<file path="config.mk">
export PLATFORM = sky130hd
export DESIGN_NAME = tube_disp_arbiter_flat
export DESIGN_NICKNAME = d
export VERILOG_FILES = /design/src/rtl/tube_disp_arbiter_pkg.sv /design/src/rtl/tube_disp_arbiter_if.sv /design/src/rtl/tube_disp_arbiter_rr_pick.sv /design/src/rtl/tube_disp_arbiter.sv /design/src/flat_wrapper.sv
export SDC_FILE = /design/constraint.sdc
export NUM_CORES = 1
export LEC_CHECK = 0
export ABC_AREA = 1
export ABC_CLOCK_PERIOD_IN_PS = 4100
export CAP_MARGIN = 20
export CORE_ASPECT_RATIO = 1.2
export CORE_MARGIN = 5
export CORE_UTILIZATION = 50
export DETAILED_ROUTE_END_ITERATION = 12
export GPL_TIMING_DRIVEN = 0
export PLACE_DENSITY = 0.87
export SYNTH_ARGS = -nofsm -noshare
export SYNTH_HDL_FRONTEND = slang
export SYNTH_SLANG_ARGS = --single-unit
</file>
<file path="constraint.sdc">
create_clock -name clk -period 4.1 [get_ports clk]
set_clock_uncertainty 0.1 [all_clocks]
set_input_delay 0.82 -clock clk [delete_from_list [all_inputs] [get_ports clk]]
set_output_delay 0.82 -clock clk [all_outputs]
set_load 0.01 [all_outputs]
</file>
<file path="src/rtl/tube_disp_arbiter_pkg.sv">
// Shared types and helpers for the seven-segment display arbiter.
package tube_arb_pkg;

  typedef enum logic [0:0] {
    IDLE = 1'b0,
    OWN  = 1'b1
  } arb_state_e;

  // Bit width needed to hold values 0..value-1. Never returns less than 1,
  // so single-bit fields stay legal for the smallest configurations.
  function automatic int clog2w(input int value);
    return (value <= 2) ? 1 : $clog2(value);
  endfunction

endpackage

</file>
<file path="src/rtl/tube_disp_arbiter_if.sv">
// Client/display bus of the arbiter: requests and words in, owner and word out.
interface tube_disp_arbiter_if
  import tube_arb_pkg::*;
#(
  parameter int NUM_REQ = 4,
  parameter int DATA_W  = 32
);

  localparam int IDX_W = clog2w(NUM_REQ);

  logic [NUM_REQ-1:0]        req;
  logic [NUM_REQ*DATA_W-1:0] req_data;
  logic [DATA_W-1:0]         disp_data;
  logic                      disp_en;
  logic [NUM_REQ-1:0]        grant;
  logic [IDX_W-1:0]          grant_idx;
  logic                      grant_start;

  // Client side: drives requests and words, observes ownership.
  modport master (
    output req, req_data,
    input  disp_data, disp_en, grant, grant_idx, grant_start
  );

  // Arbiter side.
  modport slave (
    input  req, req_data,
    output disp_data, disp_en, grant, grant_idx, grant_start
  );

endinterface

</file>
<file path="src/rtl/tube_disp_arbiter_rr_pick.sv">
// Round-robin winner search: first set request after the pointer, wrapping.
// With i_excl set, the pointer's own slot is skipped entirely so a current
// owner can never re-win against itself.
module tube_rr_pick
  import tube_arb_pkg::*;
#(
  parameter int NUM_REQ = 4,
  parameter int IDX_W   = 2
) (
  input  logic [NUM_REQ-1:0] i_req,
  input  logic [IDX_W-1:0]   i_ptr,
  input  logic               i_excl,
  output logic               o_found,
  output logic [IDX_W-1:0]   o_idx
);

  logic [IDX_W-1:0] w_cand;

  // Scan slots ptr+1 .. ptr+NUM_REQ (mod NUM_REQ); the pointer slot is last.
  always_comb begin
    o_found = 1'b0;
    o_idx   = i_ptr;
    w_cand  = '0;
    for (int k = 1; k <= NUM_REQ; k++) begin
      w_cand = IDX_W'((int'(i_ptr) + k) % NUM_REQ);
      if (!o_found && i_req[w_cand] && !(i_excl && (k == NUM_REQ))) begin
        o_found = 1'b1;
        o_idx   = w_cand;
      end
    end
  end

endmodule

</file>
<file path="src/rtl/tube_disp_arbiter.sv">
// Round-robin owner arbitration for the shared 8-digit display driver.
// An owner keeps the display for at least HOLD_CYCLES unless it releases;
// the owner's word is passed through to the driver with one cycle latency.
module tube_disp_arbiter
  import tube_arb_pkg::*;
#(
  parameter int NUM_REQ     = 4,
  parameter int DATA_W      = 32,
  parameter int HOLD_CYCLES = 50000000
) (
  input  logic                 clk,
  input  logic                 rst,
  tube_disp_arbiter_if.slave   bus
);

  localparam int IDX_W = clog2w(NUM_REQ);
  localparam int CNT_W = clog2w(HOLD_CYCLES);

  localparam logic [CNT_W-1:0] HOLD_MAX = CNT_W'(HOLD_CYCLES - 1);
  localparam logic [IDX_W-1:0] IDX_RST  = IDX_W'(NUM_REQ - 1);

  arb_state_e          r_state;
  logic [NUM_REQ-1:0]  r_grant;
  logic [IDX_W-1:0]    r_grant_idx;
  logic [DATA_W-1:0]   r_disp_data;
  logic                r_disp_en;
  logic                r_grant_start;
  logic [CNT_W-1:0]    r_hold_cnt;

  arb_state_e          w_state_nxt;
  logic                w_load;
  logic                w_excl;
  logic                w_found;
  logic [IDX_W-1:0]    w_pick_idx;
  logic                w_owner_req;
  logic                w_hold_done;
  logic [IDX_W-1:0]    w_sel_idx;
  logic [DATA_W-1:0]   w_sel_data;

  assign w_owner_req = bus.req[r_grant_idx];
  assign w_hold_done = (r_hold_cnt == HOLD_MAX);
  // While owning, the owner slot is excluded, so w_found means "someone else".
  assign w_excl      = (r_state == OWN);

  tube_rr_pick #(
    .NUM_REQ (NUM_REQ),
    .IDX_W   (IDX_W)
  ) u_pick (
    .i_req   (bus.req),
    .i_ptr   (r_grant_idx),
    .i_excl  (w_excl),
    .o_found (w_found),
    .o_idx   (w_pick_idx)
  );

  // Word source for the display: the incoming winner on a new grant,
  // otherwise the current owner.
  assign w_sel_idx  = w_load ? w_pick_idx : r_grant_idx;
  assign w_sel_data = bus.req_data[int'(w_sel_idx)*DATA_W +: DATA_W];

  // State register.
  always_ff @(posedge clk) begin
    if (rst) r_state <= IDLE;
    else     r_state <= w_state_nxt;
  end

  // Next state and new-grant decision; release wins over hold timing.
  always_comb begin
    w_state_nxt = r_state;
    w_load      = 1'b0;
    case (r_state)
      IDLE: begin
        if (w_found) begin
          w_load      = 1'b1;
          w_state_nxt = OWN;
        end
      end
      OWN: begin
        if (!w_owner_req) begin
          if (w_found) w_load      = 1'b1;
          else         w_state_nxt = IDLE;
        end else if (w_hold_done && w_found) begin
          w_load = 1'b1;
        end
      end
      default: w_state_nxt = IDLE;
    endcase
  end

  // Ownership outputs: grant vector, owner index, enable and start pulse.
  always_ff @(posedge clk) begin
    if (rst) begin
      r_grant       <= '0;
      r_grant_idx   <= IDX_RST;
      r_disp_en     <= 1'b0;
      r_grant_start <= 1'b0;
    end else begin
      r_grant_start <= w_load;
      if (w_load) begin
        r_grant     <= NUM_REQ'(1) << w_pick_idx;
        r_grant_idx <= w_pick_idx;
        r_disp_en   <= 1'b1;
      end else if (w_state_nxt == IDLE) begin
        r_grant   <= '0;
        r_disp_en <= 1'b0;
      end
    end
  end

  // Display word: live copy of the owner's word; frozen while idle.
  always_ff @(posedge clk) begin
    if (rst)                     r_disp_data <= '0;
    else if (w_state_nxt == OWN) r_disp_data <= w_sel_data;
  end

  // Ownership age; restarts on every grant and saturates at HOLD_MAX.
  always_ff @(posedge clk) begin
    if (rst)                                    r_hold_cnt <= '0;
    else if (w_load)                            r_hold_cnt <= '0;
    else if ((r_state == OWN) && !w_hold_done)  r_hold_cnt <= r_hold_cnt + 1'b1;
  end

  assign bus.grant       = r_grant;
  assign bus.grant_idx   = r_grant_idx;
  assign bus.disp_en     = r_disp_en;
  assign bus.disp_data   = r_disp_data;
  assign bus.grant_start = r_grant_start;

endmodule

</file>
<file path="src/flat_wrapper.sv">
// flat-port wrapper written by rule: the top's interface ports become plain ports
module tube_disp_arbiter_flat import tube_arb_pkg::*;
#(
  parameter int NUM_REQ     = 4,
  parameter int DATA_W      = 32,
  parameter int HOLD_CYCLES = 50000000
)
  (clk, rst, bus_req, bus_req_data, bus_disp_data, bus_disp_en, bus_grant, bus_grant_idx, bus_grant_start);
  tube_disp_arbiter_if #(.NUM_REQ(NUM_REQ), .DATA_W(DATA_W)) bus_i ();
  input  logic clk;
  input  logic rst;
  input wire logic [$bits(bus_i.req)-1:0] bus_req;
  input wire logic [$bits(bus_i.req_data)-1:0] bus_req_data;
  output wire logic [$bits(bus_i.disp_data)-1:0] bus_disp_data;
  output wire logic [$bits(bus_i.disp_en)-1:0] bus_disp_en;
  output wire logic [$bits(bus_i.grant)-1:0] bus_grant;
  output wire logic [$bits(bus_i.grant_idx)-1:0] bus_grant_idx;
  output wire logic [$bits(bus_i.grant_start)-1:0] bus_grant_start;
  assign bus_i.req = bus_req;
  assign bus_i.req_data = bus_req_data;
  assign bus_disp_data = bus_i.disp_data;
  assign bus_disp_en = bus_i.disp_en;
  assign bus_grant = bus_i.grant;
  assign bus_grant_idx = bus_i.grant_idx;
  assign bus_grant_start = bus_i.grant_start;
  tube_disp_arbiter #(.NUM_REQ(NUM_REQ), .DATA_W(DATA_W), .HOLD_CYCLES(HOLD_CYCLES)) u_core (.clk(clk), .rst(rst), .bus(bus_i));
endmodule
</file>
==> results.toml <==
[timing]
finalMaxSlewViolations = 0
setup_violations = 0
hold_violations = 0
tightestPinTransition_ps = 548.5
grt_setup_unrepaired = "false"
fmax_mhz = 344.5
relSlewSlack = 0.6343
fin_crit_ps = 2903
hold-worst-slack_ps = 383.5
fin_crit_sh = 0.7079
setup_tns_ps = 0

[clock_tree]
clock-root-buffer = "clkbuf_16"
holdBufCountCts = 0
cts.sinks = 67
cts-resized-gates = 0
clkTransAtPathRegs_ps = 60
cts_setup_buffers = 0
clock_latency_ps = 330
cts_tree = "yes"
cts_buffer_depth = 2
cts_max_level = 3
cts_buffers = 9

[routing]
drt-wirelength-per-cell_um = 14.07
drc_errors = 0
vias = 6174
totalWireLength_um = 17070
via_per_inst = 5.090
dr.pass1.iters = 8
ant_nets = 0
drt_iter0_drc = 392

[grt]
grt_max_degree = 12
grt_overflow = 0
grt_usage = 0.2802
grt_pass1_vias = 5773
grt_first_pass_wirelength_um = 27280
antenna_found_initial = 0

[setup_path]
cp.buffers_inverters = 5
path_max_fanout = 10
cp_common_cell = "nand2_1"
cp_slowest_cell = "clkdlybuf4s50_1"
reg2reg_depth = 15
end_kind = "register"
crit_family = "buffers and inverters"
worstPathArrival_ps = 3040
crit_path_start_kind = "primary input"
slowest_delay_ps = 530
crit_required_ps = 4230
critPathKind = "primary input to register"
cp_num_cells = 14
crit_chain = "clkdlybuf4s50_1, nand2_1, nand2_1, nand2_2, nand2_4, nor2_4, nand2_1, nor2_1, inv_1, buf_2, buf_1, nand3_1, nand2_1, inv_1"

[logic_synthesis]
syn_area_mm2 = 0.005099
syn_inst = 898
ys_seq_area_frac = 0.2631
synth.top_cell.area_share = 0.2631
synth_area_leaders = "dfxtp_1 (26%), nand3_1 (21%), inv_1 (16%), nand2_1 (13%), o21ai_0 (3.6%)"
ys_warn_count = 0
ys_types = 28
synth_nets = 1033
ys_ff_latch = 67
synth_top_area_cell = "dfxtp_1"
syn_area_per_cell_um2 = 5.678

[power]
p_leak_nw = 3.837
report.power.total_w = 0.004532
power_density_mw_per_mm2 = 619.3
peakVddDrop_uv = 362.4

[die]
initial_core_util = 0.5094
die_h_um = 120.6
core_mm2 = 0.01001
rows = 40
die_area_mm2 = 0.01233
ios = 174
die_w_um = 102.2

[min_path]
min_path_type = "register to register"
holdPathStages = 2

[job]
maxCapViolations = 0

[finish]
drive_above_1_share = 0.06808
n_antenna_cell = 0
synthToLayoutAreaGrowth_pct = 43.51
final_nets = 1217

[placement]
hpwl_um = 13010
gp_congestion = 0.9427
port_buffers = 173

[run_status]
status = "completed"
[synthesized netlist by cell type]
cell,count
inv_1,224
or2_2,6
nand4_1,12
nand2_4,2
xnor2_1,2
buf_2,26
o21ai_0,37
buf_6,8
ha_1,1
nand3b_1,1
nand3_1,214
nand2_2,14
clkbuf_1,10
nor2_1,31
xor2_1,7
nor3_1,10
nor2_4,1
nor4b_1,1
nor3b_1,1
a21oi_1,31
clkinv_1,1
nor4_1,2
dfxtp_1,67
and2_1,1
inv_2,2
buf_1,2
nand2_1,183
o21a_1,1
[power by group]
group	switching, W	internal, W
Sequential	0.0000823	0.000798
Combinational	0.00168	0.00112
Clock	0.000292	0.000565
Total	0.00205	0.00248
[cells by family after synthesis]
kind of cell	after synthesis	share of synthesized area
flops	67	0.2631
compound gates	69	0.06822
buf+inv	273	0.2191
simple gates	479	0.4317
fa+ha+maj	1	0.002454
xor+xnor	9	0.01546
[cells in the final DEF (no fill, tap or decap)]
| cell | count |
|---|---|
| or2_2 | 6 |
| clkbuf_16 | 9 |
| clkdlybuf4s50_1 | 173 |
| a21oi_1 | 31 |
| nand2_4 | 2 |
| clkinv_2 | 1 |
| nand3b_1 | 1 |
| ha_1 | 1 |
| clkbuf_1 | 11 |
| buf_1 | 2 |
| o21ai_0 | 37 |
| nand2_2 | 14 |
| xnor2_1 | 2 |
| nand3_1 | 214 |
| dfxtp_1 | 67 |
| xor2_1 | 7 |
| nor4b_1 | 1 |
| nor3_1 | 10 |
| buf_2 | 26 |
| and2_1 | 1 |
| nand4_1 | 12 |
| buf_6 | 8 |
| nor2_1 | 31 |
| clkinv_1 | 1 |
| inv_2 | 2 |
| o21a_1 | 1 |
| bufinv_16 | 2 |
| nor2_4 | 1 |
| clkinvlp_4 | 1 |
| inv_1 | 224 |
| nand2_1 | 183 |
| nor3b_1 | 1 |
| nor4_1 | 2 |
| clkbuf_8 | 2 |
[tightest hold or removal path: cells and delay by family, from the launching register on]
| family | cells | cell delay, ps |
|---|---|---|
| flops | 1 | 320 |
| compound gates | 1 | 50 |
| simple gates | 1 | 60 |
[state kept, by name, summed over array words and instances (netlist names)]
register and flops:
u_core.r_hold_cnt 26, u_core.bus.grant_idx 2, u_core.bus.disp_en 1, u_core.bus.disp_data 32, u_core.r_state 1, u_core.bus.grant 4, u_core.bus.grant_start 1
[worst paths after layout]
path,endpoint,startpoint,slack (ps)
min,u_core.r_hold_cnt[1]$_SDFFE_PP0P_,u_core.r_hold_cnt[1]$_SDFFE_PP0P_,380
max,u_core.bus.disp_data[8]$_SDFFE_PP0P_,bus_req[0],1200
max reg2reg,u_core.bus.disp_data[13]$_SDFFE_PP0P_,u_core.r_hold_cnt[0]$_SDFFE_PP0P_,1400
min reg2reg,u_core.r_hold_cnt[1]$_SDFFE_PP0P_,u_core.r_hold_cnt[1]$_SDFFE_PP0P_,380
[final cells by class]
class | instances | area (µm²)
fill | 863 | 2693
multi-input combinational | 558 | 2640
timing repair buffer | 173 | 1732
sequential | 67 | 1341
inverter | 227 | 852.1
buffer | 46 | 265.3
clock buffer | 12 | 256.5
tap | 126 | 157.7
clock inverter | 4 | 72.57
[metal layers]
metal | GRT usage | up-vias | share of wire
met1 | 0.3153 | 2732 | 0.37
met5 | 0 | - | 0
met3 | 0.09175 | 45 | 0.099
met2 | 0.4837 | 260 | 0.50
li1 | - | 3137 | -
met4 | 0.1066 | 0 | 0.032
[stage by stage]
stage               std cells  setup slack (ps)  cell area, µm²  utilization
floorplan                 898              1777            5099            -
global placement         1197             956.6            6988       0.6981
detailed placement       1197             933.5            6988       0.6981
CTS                      1213              1231            7317       0.7310
global route             1213             994.1            7317       0.7310
finish                   1213              1197            7317       0.7310
Power figures use the tool's default switching activity.
